### config.mk
export PLATFORM = sky130hd
export DESIGN_NAME = inv_mix_columns_seq
export DESIGN_NICKNAME = d
export VERILOG_FILES = /design/src/rtl/inv_mix_columns_seq.sv
export SDC_FILE = /design/constraint.sdc
export NUM_CORES = 1
export LEC_CHECK = 0
export ABC_AREA = 1
export BUFFER_PORTS_ARGS = -buffer_cell sky130_fd_sc_hd__buf_2
export CAP_MARGIN = 5
export CORE_ASPECT_RATIO = 1.5
export CORE_MARGIN = 2
export CORE_UTILIZATION = 30
export DETAILED_ROUTE_END_ITERATION = 10
export GPL_ROUTABILITY_DRIVEN = 1
export HOLD_SLACK_MARGIN = 0.06
export SETUP_SLACK_MARGIN = 0.02
export SLEW_MARGIN = 30
export SYNTH_ARGS = -nofsm -noshare
export SYNTH_HDL_FRONTEND = slang
export SYNTH_SLANG_ARGS = --single-unit
### constraint.sdc
create_clock -name clk -period 9.1 [get_ports clk]
set_clock_uncertainty 0.2 [all_clocks]
set_input_delay 1.365 -clock clk [delete_from_list [all_inputs] [get_ports clk]]
set_output_delay 1.365 -clock clk [all_outputs]
set_load 0.03 [all_outputs]
### src/rtl/inv_mix_columns_seq.sv
// Sequential AES InvMixColumns: latches a 4x4 state and transforms one column per clock.
// The result is held on out_matrix under a valid/ready handshake until the downstream stage takes it.
module inv_mix_columns_seq #(
  parameter int DATA_WIDTH = 8  // only 8-bit bytes are meaningful for AES
) (
  input  logic                                 clk,
  input  logic                                 rst,
  input  logic [3:0][3:0][DATA_WIDTH-1:0]      ip_matrix,
  input  logic                                 in_valid,
  output logic                                 in_ready,
  output logic [3:0][3:0][DATA_WIDTH-1:0]      out_matrix,
  output logic                                 out_valid,
  input  logic                                 out_ready,
  output logic                                 busy
);

  typedef enum logic [1:0] {
    IDLE = 2'd0,
    CALC = 2'd1,
    DONE = 2'd2
  } state_t;

  state_t                            state;
  logic [1:0]                        col;
  logic [3:0][3:0][DATA_WIDTH-1:0]   latched;
  logic [3:0][DATA_WIDTH-1:0]        col_in;
  logic [3:0][DATA_WIDTH-1:0]        col_out;

  // Multiply by x modulo x^8+x^4+x^3+x+1.
  function automatic logic [DATA_WIDTH-1:0] xtime(input logic [DATA_WIDTH-1:0] a);
    logic [DATA_WIDTH-1:0] shifted;
    shifted = {a[DATA_WIDTH-2:0], 1'b0};
    return a[DATA_WIDTH-1] ? (shifted ^ DATA_WIDTH'(8'h1b)) : shifted;
  endfunction

  function automatic logic [DATA_WIDTH-1:0] mul_09(input logic [DATA_WIDTH-1:0] a);
    return xtime(xtime(xtime(a))) ^ a;
  endfunction

  function automatic logic [DATA_WIDTH-1:0] mul_0b(input logic [DATA_WIDTH-1:0] a);
    return xtime(xtime(xtime(a))) ^ xtime(a) ^ a;
  endfunction

  function automatic logic [DATA_WIDTH-1:0] mul_0d(input logic [DATA_WIDTH-1:0] a);
    return xtime(xtime(xtime(a))) ^ xtime(xtime(a)) ^ a;
  endfunction

  function automatic logic [DATA_WIDTH-1:0] mul_0e(input logic [DATA_WIDTH-1:0] a);
    return xtime(xtime(xtime(a))) ^ xtime(xtime(a)) ^ xtime(a);
  endfunction

  assign in_ready  = (state == IDLE) && !rst;
  assign out_valid = (state == DONE);
  assign busy      = (state != IDLE);

  // Only the column currently selected by col feeds the shared multiplier network.
  always_comb begin
    col_in  = '0;
    col_out = '0;
    for (int r = 0; r < 4; r++) begin
      col_in[r] = latched[r][col];
    end
    col_out[0] = mul_0e(col_in[0]) ^ mul_0b(col_in[1]) ^ mul_0d(col_in[2]) ^ mul_09(col_in[3]);
    col_out[1] = mul_09(col_in[0]) ^ mul_0e(col_in[1]) ^ mul_0b(col_in[2]) ^ mul_0d(col_in[3]);
    col_out[2] = mul_0d(col_in[0]) ^ mul_09(col_in[1]) ^ mul_0e(col_in[2]) ^ mul_0b(col_in[3]);
    col_out[3] = mul_0b(col_in[0]) ^ mul_0d(col_in[1]) ^ mul_09(col_in[2]) ^ mul_0e(col_in[3]);
  end

  // out_matrix is only written in CALC, so it keeps the previous result until column 0 is overwritten.
  always_ff @(posedge clk or posedge rst) begin
    if (rst) begin
      state      <= IDLE;
      col        <= 2'd0;
      latched    <= '0;
      out_matrix <= '0;
    end else begin
      case (state)
        IDLE: begin
          if (in_valid) begin
            latched <= ip_matrix;
            col     <= 2'd0;
            state   <= CALC;
          end
        end
        CALC: begin
          for (int r = 0; r < 4; r++) begin
            out_matrix[r][col] <= col_out[r];
          end
          col <= col + 2'd1;
          if (col == 2'd3) begin
            state <= DONE;
          end
        end
        DONE: begin
          if (out_ready) begin
            state <= IDLE;
          end
        end
        default: begin
          state <= IDLE;
          col   <= 2'd0;
        end
      endcase
    end
  end

endmodule

# Yosys cells after proc, flatten, opt, wreduce, memory -nomap -nowiden
# Cells that the tools add are included.
[word_totals]
reg_bits = 260
word_cells = 132
[op_classes]
addsub = 1
n_lt_le_gt_ge = 2
n_eq_ne = 6
n_mux = 32
bitwise = 49
n_reduce_logical = 8
[op_table]
columns = ["operator", "n"]
rows = [
  ["bitwise XOR 8 bit", 36],
  ["bitwise mux 32 bit", 4],
  ["binary-select mux 8 bit (select 2 bit)", 4],
  ["2-to-1 mux 5 bit", 12],
  ["NOT 4 bit", 12],
  ["2-to-1 mux 8 bit", 5],
  ["demux 8 bit (select 2 bit)", 1],
  ["one-hot mux 2 bit (3 select lines)", 2],
  ["2-to-1 mux 2 bit", 4],
  ["equality test 2 bit (second input constant)", 2],
  ["!= test 2 bit (second input constant)", 2],
  ["AND reduction 2 bit", 2],
  ["less-than comparator 2 x 3 -> 1 bit (second input constant)", 1],
  ["AND reduction 3 bit", 1],
  ["adder 2 x 1 -> 2 bit (second input constant)", 1],
  ["equality test 2 x 1 -> 1 bit (second input constant)", 1],
  [">= comparator 2 x 1 -> 1 bit (second input constant)", 1],
  ["logical AND 1 bit", 2],
  ["logical NOT 2 bit", 1],
  ["!= test 2 x 1 -> 1 bit (second input constant)", 1],
  ["nonzero test 2 bit", 1],
  ["logical NOT 1 bit", 1],
  ["NOT 1 bit", 1],
]

# Depth between registers and ports, before layout
[logic_depth]
word_depth = 14
depth_mapped = 22

# Worst setup path before layout
# Ideal clock, no wire load.
[synth_path]
path_kind = "in2out"
start = "input rst"
end = "output in_ready"
arrival_ps = 1778
setup_slack_ps = 5757
stages = 1
path_buffers = 0
cell_sequence = "nor2_1"
[synth_via]
elab_chain_len = 2
[synth_rtl]
columns = ["element", "line_no", "rtl"]
rows = [
  ["start: declaration", "7", "input logic rst,"],
  ["logical NOT 1 bit (no source line)", "-", ""],
  ["logical AND 1 bit", "52", "assign in_ready = (state == IDLE) && !rst;"],
  ["end: declaration", "10", "output logic in_ready,"],
]
# No other way between the ends.

# Final worst setup path
[layout_path]
start = "register col[0]"
end = "register out_matrix[33] (netlist bit)"
[layout_via]
elab_chain_len = 11
[layout_rtl]
columns = ["element", "line_no", "rtl"]
rows = [
  ["start: declaration", "24", "logic [1:0] col;"],
  ["start signal: assignment", "89", "col <= col + 2'd1;"],
  ["binary-select mux 8 bit (select 2 bit)", "61", "col_in[r] = latched[r][col];"],
  ["2-to-1 mux 8 bit (implied by the code)", "61", ""],
  ["2-to-1 mux 5 bit", "33", "return a[DATA_WIDTH-1] ? (shifted ^ DATA_WIDTH'(8'h1b)) : shifted;"],
  ["NOT 4 bit (no source line)", "-", ""],
  ["2-to-1 mux 5 bit", "33", ""],
  ["bitwise XOR 8 bit (2 in a row)", "49", "return xtime(xtime(xtime(a))) ^ xtime(xtime(a)) ^ xtime(a);"],
  ["bitwise XOR 8 bit (3 in a row)", "64", "col_out[1] = mul_09(col_in[0]) ^ mul_0e(col_in[1]) ^ mul_0b(col_in[2]) ^ mul_0d(col_in[3]);"],
  ["bitwise mux 32 bit *", "87", "out_matrix[r][col] <= col_out[r];"],
  ["end signal: indexed assignment", "87", ""],
  ["end: declaration", "11", "output logic [3:0][3:0][DATA_WIDTH-1:0] out_matrix,"],
]
# Mark *: on every way between the ends. The rest lies on a longest branch, timed or not. The select of a mux whose other input is x is not followed.
# A chain may end at the register's enable or synchronous reset.

==> run_results.csv <==
group,metric,value,unit
cells_and_area,fin_nets,2116,
yosys,synth_top_area_share,44.7,%
yosys,synth_compound_area_share,2.21,%
yosys,synth_adder_area_share,0.344,%
yosys,synth_cell_type_count,37,
worst_setup_path,path_class,"flip-flop to flip-flop",
grt,grt_first_pass_wirelength,73000,µm
clock_network,htree_levels,1,
sta,drv_slew,0,
floorplanning,die-area,50300,µm²
floorplanning,rows,98,
floorplanning,die_w,184,µm
yosys,synthMuxAreaShare,8.82,%
cells_and_area,regArea,6510,µm²
placement,io_buffers,262,
grt,grt_use_total,19.1,%
cells_and_area,multi_input_area,7350,µm²
yosys,syn_nets,1874,
yosys,synth_area_leaders,"dfrtp_1 (45%), nand2_1 (19%), mux2_2 (8.8%)",
routing,finalWirelength,48700,µm
sta,fin_tns_setup,0,ns
routing,dr.pass1.iters,5,
worst_setup_path,crit_family,"simple AND/OR/NAND/NOR gates",
clock_network,post_cts_buffers,0,
sta,hold_viol,0,
yosys,ys_seq_area_share,44.7,%
worst_setup_path,startpoint_type,"flip-flop",
clock_network,cts_hold_buf,0,
worst_setup_path,endpoint_kind,"flip-flop",
worst_setup_path,crit_required,9.40,ns
worst_setup_path,cp_slowest_cell,"xor2_1",
routing,num_vias,12400,
sta,layout_min_cycle_time,4.18,ns
clock_network,clkTransAtPathRegs,0.06,ns
grt,grt_max_degree,133,
yosys,yosys_warnings,0,
routing,detail-route-antenna-nets,0,
sta,grt_setup_unrepaired,"no",
floorplanning,ios,263,
yosys,synthXorXnorAreaFrac,8.96,%
sta,finalSetupViolations,0,
sta,max_slew_margin,43.9,%
yosys,yosys.area.top_type,"dfrtp_1",
run_status,outcome,"complete, no violations",
floorplanning,die_h,274,µm
routing,drt_iter0_markers,658,
clock_network,numCtsBuffers,28,
routing,wl_per_cell,18.7,µm
yosys,synth_simple_gate_area_share,30.1,%
clock_network,cts_tree,"built",
run,drv_cap,0,
worst_setup_path,cpPeakStageDelay,0.60,ns
clock_network,cts_max_path_buffers,3,
clock_network,clock_latency,0.56,ns
yosys,synth_area_per_cell,8.37,µm²
cells_and_area,final_common_cell,"nand2_1",
clock_network,clockRootBuffer,"clkbuf_16",
worst_setup_path,arrival,4.48,ns
routing,via_per_inst,4.75,
cells_and_area,syn2layout_area_growth,19.5,%
cells_and_area,final.fill_count,4962,
clock_network,cts_resized,0,
placement,place_congestion,0.973,
cells_and_area,layout_common_cells,"nand2_1 (717), buf_2 (262), dfrtp_1 (258), nand3_1 (184), mux2_2 (114)",
yosys,synth_top_family_by_area,"simple AND/OR/NAND/NOR gates",
floorplanning,initial_core_util,30.4,%
yosys,netlist_instances,1738,
hold_path,hold_path_class,"flip-flop to flip-flop",
worst_setup_path,worstPathMaxFanout,63,
grt,antenna_found_initial,2,
yosys,synth_seq_cells,260,
routing,route.detailed.drc,0,
floorplanning,coreArea,47800,µm²
sta,fin_crit_sh,46.0,%
sta,worst_pin_slew,0.840,ns
grt,grt_pass1_vias,12300,
placement,dpl.hpwl,37200,µm
worst_setup_path,crit_buf_inv,3,
clock_network,clock_sinks,260,
grt,grt_overflow,0,
yosys,syn_area,14500,µm²
worst_setup_path,cp_cell_sequence,"buf_4, inv_6, nand2_1, nand3_1, nand2_2, inv_2, nand2_2, nand2_2, nand2_1, nand2_2, xor2_1, xnor2_1, xor2_1, nand2_1, nand2_1",
cells_and_area,drive_above_1_share,27.7,%
sta,fmax,239,MHz
-- registers in the layout (all words and copies together), names as in the netlist --
register    count
out_matrix    128
latched       128
state           2
col             2
-- per-layer routing --
| layer | up-vias | GRT usage (%) | wire (µm) |
|---|---|---|---|
| li1 | 6000 | - | - |
| met1 | 5889 | 22.2 | 19400 |
| met2 | 382 | 35.2 | 25200 |
| met3 | 98 | 1.97 | 1960 |
| met4 | 0 | 8.42 | 2190 |
| met5 | - | 0 | 0 |
-- cells in the mapped netlist --
master	number
buf_4	4
ha_1	4
inv_2	22
inv_1	69
xnor3_1	1
buf_1	7
nand3b_1	9
buf_6	13
xnor2_2	3
nand2_1	718
o21ai_4	1
buf_2	5
xnor2_1	27
or2_2	2
o31ai_1	1
o211ai_2	3
a22o_1	1
mux2_2	114
or2_0	1
o21ai_0	5
nand2_4	9
xor2_2	11
o21ai_2	1
nand4_1	4
nand3_2	8
o21ai_1	20
clkbuf_1	32
inv_6	1
or2_1	6
nand2_2	52
xor2_1	87
a21o_1	5
nand3_1	184
dfrtp_1	260
a21oi_1	16
nor2_1	30
xor2_4	2
-- per-stage QoR --
| stage | cell area (µm²) | cells | setup slack, ns | hold WS (ns) | utilization (%) |
|---|---|---|---|---|---|
| 3_3_place_gp | 16400 | 2550 | 4.93 | 0.259 | 34.2 |
| 4_1_cts | 17400 | 2600 | 4.90 | 0.277 | 36.3 |
| 6_report | 17400 | 2602 | 4.92 | 0.272 | 36.4 |
| 2_1_floorplan | 14500 | 1738 | 0.380 | 0.274 | - |
| 5_1_grt | 17400 | 2601 | 4.63 | 0.292 | 36.4 |
| 3_5_place_dp | 16400 | 2550 | 4.91 | 0.260 | 34.2 |
-- worst min-delay path: cells and delay by family (launching register included) --
kind | cells | cell delay, ns
simple gates | 2 | 0.10
flops | 1 | 0.34
-- path summary, 6_finish.rpt --
kind | from | endpoint | slack, ns | cells after the start
max in group asynchronous | rst | latched[83]$_DFFE_PP0P_ | 6.83 | 3
worst min register to register | out_matrix[51]$_DFFE_PP0P_ | out_matrix[51]$_DFFE_PP0P_ | 0.27 | 2
worst min-delay path | out_matrix[51]$_DFFE_PP0P_ | out_matrix[51]$_DFFE_PP0P_ | 0.27 | 2
worst max-delay path | col[0]$_DFFE_PP0P_ | out_matrix[33]$_DFFE_PP0P_ | 4.92 | 15
worst max register to register | col[0]$_DFFE_PP0P_ | out_matrix[33]$_DFFE_PP0P_ | 4.92 | 15
min in group asynchronous | rst | out_matrix[8]$_DFFE_PP0P_ | 0.65 | 2
-- area by class of cell --
class | count | area share, %
timing repair buffer | 273 | 8.11
multi-input combinational | 1325 | 42.3
tap | 600 | 4.32
clock buffer | 39 | 4.79
clock inverter | 11 | 0.957
sequential | 260 | 37.4
inverter | 92 | 2.09
antenna | 2 | 0.0288
-- logic make-up (layout without fill, tap and decap cells) --
family,after synthesis,count (layout)
compound gates,53,53
simple gates,1023,1023
buf+inv,153,415
xor+xnor,131,131
flops,260,260
other cells,0,2
fa+ha+maj,4,4
mux,114,114
Power is left out: the tool's default activity adds up to more than one toggle a clock period on the data nets, which glitch-free logic cannot reach.
